===== src/rtl/fme_pkg.sv =====
// Shared constants and FSM state type for the FME window loader.
// The loader always assembles FME_ROWS rows of FME_ROWLEN samples.
package fme_pkg;

  localparam int FME_ROWS           = 3;
  localparam int FME_ROWLEN         = 9;
  localparam int FME_WINDOW_SAMPLES = FME_ROWS * FME_ROWLEN;

  typedef enum logic [1:0] {
    ST_IDLE = 2'd0,
    ST_LOAD = 2'd1,
    ST_DONE = 2'd2
  } fme_state_e;

endpackage


===== src/rtl/fme_row_reg.sv =====
// One candidate row: ROWLEN samples of DATAWIDTH bits.
// A single sample is written per cycle at position idx when we is high.
module fme_row_reg
  import fme_pkg::*;
#(
  parameter int DATAWIDTH = 8,
  parameter int ROWLEN    = FME_ROWLEN,
  parameter int IW        = $clog2(ROWLEN)
) (
  input  logic                        clk,
  input  logic                        rst_n,
  input  logic                        we,
  input  logic [IW-1:0]               idx,
  input  logic [DATAWIDTH-1:0]        din,
  output logic [ROWLEN*DATAWIDTH-1:0] row
);

  always_ff @(posedge clk or negedge rst_n) begin
    if (!rst_n) begin
      row <= '0;
    end else begin
      for (int k = 0; k < ROWLEN; k++) begin
        if (we && (idx == IW'(k))) begin
          row[k*DATAWIDTH +: DATAWIDTH] <= din;
        end
      end
    end
  end

endmodule


===== src/rtl/fme_window_loader.sv =====
// Fills rows a/b/c from a raster-ordered sample stream and holds the
// finished window with window_valid until the consumer acknowledges it.
module fme_window_loader
  import fme_pkg::*;
#(
  parameter int DATAWIDTH = 8,
  parameter int ROWLEN    = FME_ROWLEN
) (
  input  logic                        clk,
  input  logic                        rst_n,
  input  logic                        start,
  input  logic                        abort,
  input  logic [DATAWIDTH-1:0]        in_data,
  input  logic                        in_valid,
  output logic                        in_ready,
  output logic [ROWLEN*DATAWIDTH-1:0] row_a,
  output logic [ROWLEN*DATAWIDTH-1:0] row_b,
  output logic [ROWLEN*DATAWIDTH-1:0] row_c,
  output logic                        window_valid,
  input  logic                        window_ack,
  output logic                        busy,
  output logic [4:0]                  sample_cnt,
  output logic [1:0]                  dbg_state
);

  localparam int CW = $clog2(ROWLEN);
  localparam logic [4:0] LAST_CNT = 5'(FME_ROWS * ROWLEN - 1);

  fme_state_e    state;
  logic [1:0]    row_idx;
  logic [CW-1:0] col_idx;
  logic          beat;
  logic          wr;

  // Stream handshake: a sample transfers on a rising edge where in_valid and
  // in_ready are both high; in_ready is high for exactly the LOAD state.
  assign beat      = in_valid && in_ready;
  // An aborted beat completes the handshake but never reaches the rows.
  assign wr        = beat && !abort;
  assign dbg_state = state;

  always_ff @(posedge clk or negedge rst_n) begin
    if (!rst_n) begin
      state        <= ST_IDLE;
      in_ready     <= 1'b0;
      busy         <= 1'b0;
      window_valid <= 1'b0;
      sample_cnt   <= '0;
      row_idx      <= '0;
      col_idx      <= '0;
    end else begin
      case (state)
        ST_IDLE: begin
          if (start) begin
            state      <= ST_LOAD;
            in_ready   <= 1'b1;
            busy       <= 1'b1;
            sample_cnt <= '0;
            row_idx    <= '0;
            col_idx    <= '0;
          end
        end
        ST_LOAD: begin
          if (abort) begin
            state      <= ST_IDLE;
            in_ready   <= 1'b0;
            busy       <= 1'b0;
            sample_cnt <= '0;
          end else if (beat) begin
            sample_cnt <= sample_cnt + 5'd1;
            if (col_idx == CW'(ROWLEN - 1)) begin
              col_idx <= '0;
              row_idx <= row_idx + 2'd1;
            end else begin
              col_idx <= col_idx + CW'(1);
            end
            if (sample_cnt == LAST_CNT) begin
              state        <= ST_DONE;
              window_valid <= 1'b1;
              in_ready     <= 1'b0;
              busy         <= 1'b0;
            end
          end
        end
        ST_DONE: begin
          if (window_ack) begin
            window_valid <= 1'b0;
            if (start) begin
              state      <= ST_LOAD;
              in_ready   <= 1'b1;
              busy       <= 1'b1;
              sample_cnt <= '0;
              row_idx    <= '0;
              col_idx    <= '0;
            end else begin
              state <= ST_IDLE;
            end
          end
        end
        default: state <= ST_IDLE;
      endcase
    end
  end

  fme_row_reg #(.DATAWIDTH(DATAWIDTH), .ROWLEN(ROWLEN)) u_row_a (
    .clk(clk), .rst_n(rst_n), .we(wr && (row_idx == 2'd0)),
    .idx(col_idx), .din(in_data), .row(row_a)
  );

  fme_row_reg #(.DATAWIDTH(DATAWIDTH), .ROWLEN(ROWLEN)) u_row_b (
    .clk(clk), .rst_n(rst_n), .we(wr && (row_idx == 2'd1)),
    .idx(col_idx), .din(in_data), .row(row_b)
  );

  fme_row_reg #(.DATAWIDTH(DATAWIDTH), .ROWLEN(ROWLEN)) u_row_c (
    .clk(clk), .rst_n(rst_n), .we(wr && (row_idx == 2'd2)),
    .idx(col_idx), .din(in_data), .row(row_c)
  );

endmodule


===== config.mk =====
export PLATFORM = sky130hd
export DESIGN_NAME = fme_window_loader
export DESIGN_NICKNAME = d
export VERILOG_FILES = /design/src/rtl/fme_pkg.sv /design/src/rtl/fme_row_reg.sv /design/src/rtl/fme_window_loader.sv
export SDC_FILE = /design/constraint.sdc
export NUM_CORES = 1
export LEC_CHECK = 0
export ABC_AREA = 0
export CAP_MARGIN = 20
export CORE_MARGIN = 5
export CORE_UTILIZATION = 44
export CTS_CLUSTER_SIZE = 10
export DETAILED_ROUTE_END_ITERATION = 8
export PLACE_DENSITY = 0.84
export SYNTH_ARGS = -nofsm -noshare
export SYNTH_HDL_FRONTEND = slang
export SYNTH_SLANG_ARGS = --single-unit

===== constraint.sdc =====
create_clock -name clk -period 1.95 [get_ports clk]
set_input_delay 0.195 -clock clk [delete_from_list [all_inputs] [get_ports clk]]
set_output_delay 0.195 -clock clk [all_outputs]
set_load 0.01 [all_outputs]

==> results.md, run 1 <==
* Status: complete, no violations
* Placeable Area at 0.0210 mm2
* Final Hold Fails at 0
* Post CTS Setup Buffer Count at 0
* Minimum clock period at 1.82 ns
* Drt total wl at 25300 um
* Yosys reg bits at 232
* CP required at 2.35 ns
* Largest net degree at the start of global routing at 61
* Final WS setup at 0.131 ns
* Yosys cell types at 39
* Initial antenna violation count at 0
* Die H at 156 um
* Area Growth Syn to Fin at 39.8%
* GP Congestion at 0.809
* WP data arrival at 2.22 ns
* Most frequent cells in the layout: clkdlybuf4s50_1 (238), dfrtp_1 (232), mux2_2 (202), clkbuf_16 (27), buf_4 (27)
* Cts bufs inserted at 27
* Synth Flop Type: dfrtp_1
* Async SR Flop Fraction at 1.00
* Detail Route Antenna Nets at 0
* H-tree levels at 1
* Drt wl/cell at 21.9 um
* Worst R2R Start: col_idx[1]
* Number of synthesized flops with an enable pin at 0
* Starting DRC count in detailed routing at 247
* Max IR drop VDD at 0.000650 V
* Largest family of logic cells by synthesized area: multiplexers
* Detailed placement HPWL at 17700 um
* Post-DR vias/cell at 5.27
* Placed Cells incl. Taps at 1119
* CP bufs+invs at 1
* Simple-gate portion of the synthesized area at 0.0752
* Crit path from: col_idx[1]
* Pwr dens at 811 mW/mm2
* Pre-antenna DRT Iters at 4
* CP endpoint kind: flop
* Max Transition Viols Final at 0
* CTS root buf: clkbuf_16
* Fill cells at 1531
* Mapped Cells at 594
* Commonest non-fill, non-tap cell in the layout: clkdlybuf4s50_1
* Post-Syn Area at 0.00941 mm2
* Setup Crit Path Kind: reg2reg
* Post-synthesis mux area share at 0.260
* Number of port buffers at 239
* DR DRC count at 0
* CTS tree: yes
* Row count at 53
* Global-route wire length before repair at 39800 um
* Total of max-cap violations at 0
* Worst-Margin Slew at 0.770 ns
* Vias at 6074
* Sink Count at 232
* Die area at 0.0244 mm2
* Slowest cell on crit path: dfrtp_1
* Fraction of layout cells with a size suffix above 1 at 0.352
* Cell Count, Final, Fillers Out at 1153
* Chip width at 156 um
* Peak fanout along the critical path at 8
* Syn nets at 617
* Gr usage total at 0.207
* Synth Area in Compound Gates at 0.0186
* Syn_area_per_cell at 15.8 um2
* Place WS at -0.0771 ns
* Delay-heaviest family, CP: simple AND/OR/NAND/NOR gates
* Adder-Cell Fraction of Synth Area at 0.0120
* Number of global-route vias before repair at 6691
* Xor and xnor area share after synthesis at 0
* Fmax at 0.550 GHz
* HP Class: in2async
* Worst-Skew Late Latency at 0.52 ns
* Slowest stage delay, CP at 0.44 ns
* Clock buffer depth at 3
* Period utilization at 0.933
* RSZ-0062 raised after global routing: false
* NumNets Final at 897
* Setup TNS Final at 0 ns
* Seq/Total Area, Yosys at 0.617
* Clock skew at 0.0158 ns
* Lkg Pwr at 6.24 nW
* Synth Warn # at 0
* Initial Utilization at 0.447
* CTS clock-pin slew for the worst setup and hold paths at 0.05 ns
* Grt total ovfl at 0
* Startpoint types: flop
* Max_slew headroom at 0.487
* Antenna cell count at 0
* Final setup viols at 0
* Crit-path cells: inv_1 > ha_1 > nand3b_4 > nor2_4 > mux2_2
* Ports at 240
==> area by class of cell <==
type	instances	area (um2)	area share
multi-input combinational	325	3450	0.262
tap	275	344	0.0262
sequential	232	5810	0.442
timing repair buffer	276	2790	0.212
clock buffer	31	701	0.0533
clock inverter	2	13.8	0.00105
inverter	12	45.0	0.00343
==> synth_stat cells, drive strengths merged, types with 4 or more instances <==
library cell	number	share of area
inv	12	0.0048
a21oi	9	0.0048
nor2	23	0.027
dfrtp	232	0.62
ha	9	0.012
nand3	5	0.0043
nand2	13	0.011
mux2	216	0.26
o21ai	16	0.0085
nand4	10	0.021
nand2b	4	0.0027
clkbuf	17	0.0069
buf	8	0.0056
==> worst paths after layout <==
kind,slack (ns),end,cells past startpoint
worst max register to register,0.13,u_row_b.row[65],5
worst min register to register,0.49,u_row_b.row[70],1
worst max-delay path,0.13,u_row_b.row[65],5
worst min-delay path,0.22,u_row_a.row[12],2
min in group clk,0.39,in_ready,3
max in group asynchronous,1.04,u_row_c.row[56],3
==> what timing repair did <==
action / CTS / global route
endpoints found under the setup margin: 0 / 21
hold endpoints to repair: 54 / 0
resized for setup: 0 / 2
hold buffers: 1 / 0
==> through the flow <==
stage           util  hold slack (ns)  cell area, um2  total power (W)
2_1_floorplan      -           -0.101            9410          0.00570
3_3_place_gp   0.591            0.160           12400          0.00647
3_5_place_dp   0.591            0.164           12400          0.00651
4_1_cts        0.625            0.215           13100           0.0108
5_1_grt        0.625            0.256           13100           0.0111
6_report       0.625            0.217           13100           0.0107
==> metal layers <==
layer  routed length (um)  vias up  track usage
li1                     -     2642            -
met3                 1810       36       0.0521
met4                  549        0       0.0512
met1                10500     3181        0.276
met5                    0        -            0
met2                12400      215        0.344
==> power breakdown <==
part | switching [W] | internal [W]
registers | 0.000135 | 0.00504
logic | 0.000597 | 0.000646
clock network | 0.00176 | 0.00249
total | 0.00249 | 0.00817
==> state kept, by name, summed over array words and instances, names as in the netlist <==
name,cells
u_row_c.row,72
u_row_b.row,72
busy,1
col_idx,4
window_valid,1
sample_cnt,5
in_ready,1
dbg_state,2
u_row_a.row,72
row_idx,2
==> worst reg2reg max path, stage by stage, from the launching register on <==
cell and delay, ns:
dfrtp_1 0.44, inv_1 0.11, ha_1 0.27, nand3b_4 0.22, nor2_4 0.30, mux2_2 0.37
==> logic make-up after synthesis <==
family                     Yosys count
AOI/OAI and AO/OA                   32
adders and majority gates            9
buffers and inverters               37
DFF                                232
muxes                              217
and+or+nand+nor                     67
No activity file was read; power rests on OpenSTA's default activity.
==> run 2: changes to the inputs <==
--- a/config.mk
+++ b/config.mk
@@ -7,7 +7,7 @@
 export LEC_CHECK = 0
 export ABC_AREA = 0
 export CAP_MARGIN = 20
-export CORE_MARGIN = 5
+export CORE_MARGIN = 4
 export CORE_UTILIZATION = 44
 export CTS_CLUSTER_SIZE = 10
 export DETAILED_ROUTE_END_ITERATION = 8
==> run 2 against run 1 <==
Sequential share of layout area rose by 0.051 points. Global-route usage fell by 0.064 points. Clock-buffer cell count rose by 2. Combinational power barely moved. Setup slack got worse by 0.038 ns. Die area fell by 2.5%. Final area fell by 0.11%. Largest power group unchanged.
==> results.md, run 2 (synthesis results as in run 1) <==
* Largest net degree at the start of global routing at 60
* Fraction of layout cells with a size suffix above 1 at 0.349
* Commonest non-fill, non-tap cell in the layout: clkdlybuf4s50_1
* Sink Count at 232
* Lkg Pwr at 6.22 nW
* Number of global-route vias before repair at 6400
* Total of max-cap violations at 0
* NumNets Final at 892
* Gr usage total at 0.207
* Final WS setup at 0.0933 ns
* Antenna cell count at 0
* Minimum clock period at 1.86 ns
* Placeable Area at 0.0210 mm2
* Row count at 53
* CTS root buf: clkbuf_16
* Chip width at 154 um
* RSZ-0062 raised after global routing: false
* Clock buffer depth at 3
* Crit path from: col_idx[0]
* Worst R2R Start: col_idx[0]
* Starting DRC count in detailed routing at 237
* CTS tree: yes
* Setup slack, reg-to-reg at 0.09 ns
* Most frequent cells in the layout: clkdlybuf4s50_1 (238), dfrtp_1 (232), mux2_2 (202), clkbuf_16 (27), buf_4 (22)
* Detail Route Antenna Nets at 0
* Global-route wire length before repair at 38700 um
* Drt wl/cell at 21.5 um
* Worst-Margin Slew at 0.741 ns
* Clock skew at 0.00777 ns
* Area Growth Syn to Fin at 39.6%
* Grt total ovfl at 0
* Cts bufs inserted at 27
* Max_slew headroom at 0.506
* HP Class: in2async
* H-tree levels at 1
* Die H at 154 um
* Top Registers: u_row_a.row: 72 flops, u_row_b.row: 72 flops, u_row_c.row: 72 flops
* DR DRC count at 0
* Place WS at -0.121 ns
* Worst-Skew Late Latency at 0.52 ns
* Fill cells at 1561
* Period utilization at 0.952
* Vias at 5943
* Final Hold Fails at 0
* Placed Cells incl. Taps at 1114
* Pwr dens at 816 mW/mm2
* Startpoint types: flop
* Status: complete, no violations
* Initial antenna violation count at 0
* CP endpoint kind: flop
* Setup Crit Path Kind: reg2reg
* Critical R2R Capture: u_row_a.row[31]
* Reg2reg path depth at 6
* Post CTS Setup Buffer Count at 0
* Die area at 0.0238 mm2
* Post-DR vias/cell at 5.17
* Setup crit end: u_row_a.row[31]
* Cell Count, Final, Fillers Out at 1149
* Number of port buffers at 239
* CTS clock-pin slew for the worst setup and hold paths at 0.06 ns
* Max Transition Viols Final at 0
* Initial Utilization at 0.447
* Drt total wl at 24700 um
* Max IR drop VDD at 0.000702 V
* Fmax at 0.539 GHz
* Pre-antenna DRT Iters at 5
* Ports at 240
* WP data arrival at 2.26 ns
* CP required at 2.35 ns
* Detailed placement HPWL at 16700 um
* GP Congestion at 0.813
* Final setup viols at 0
* Peak fanout along the critical path at 8
## run 2: worst max-delay path, cell delays in order (launching register included)
cell and delay, ns:
dfrtp_1 0.41, buf_4 0.15, ha_1 0.24, nand2b_1 0.11
nor2_2 0.23, nand3_2 0.24, mux2_1 0.36
## run 2: power breakdown
group	internal, W	total (W)	switching (W)
registers	0.00504	0.00517	0.000130
clock network	0.00254	0.00433	0.00180
logic	0.000629	0.00122	0.000592
## run 2: per-stage QoR
step                      total power (W)  area [um2]   TNS [ns]  hold WS [ns]  utilization
after floorplan                   0.00570        9410          0        -0.101            -
after global placement            0.00645       12400      -7.55         0.161        0.589
after detailed placement          0.00648       12400     -10.80         0.162        0.589
after CTS                          0.0108       13100  -0.000163         0.197        0.624
after global routing               0.0111       13100          0         0.229        0.625
final                              0.0107       13100          0         0.196        0.625
## run 2: worst min-delay path by stage
stage,end,start,slack [ns]
after detailed placement,u_row_b.row[58],rst_n,0.16
final,u_row_b.row[58],rst_n,0.20
after CTS,u_row_b.row[58],rst_n,0.20
after global placement,u_row_a.row[63],rst_n,0.16
after global routing,u_row_b.row[58],rst_n,0.23
after floorplan,busy,rst_n,-0.10
## run 2: what timing repair did
action,in CTS,in global routing
cloned,0,0
hold buffers,1,0
endpoints found under the hold margin,55,0
gates resized for setup,1,3
endpoints found under the setup margin,17,32
pin swaps,1,2
## run 2: layout make-up
class | count | area, um2 | share of cell area
Clock buffer | 33 | 718 | 0.0547
Sequential cell | 232 | 5810 | 0.442
Multi-Input combinational cell | 325 | 3460 | 0.263
Clock inverter | 1 | 8.76 | 0.000667
Timing Repair Buffer | 271 | 2750 | 0.210
Inverter | 12 | 45.0 | 0.00343
Tap cell | 275 | 344 | 0.0262
## run 2: per-layer routing
layer	global-route usage	vias up	wire length [um]
met4	0.0458	0	513
met1	0.275	3067	10400
li1	-	2633	-
met3	0.0560	36	1850
met2	0.343	207	12000
met5	0	-	0
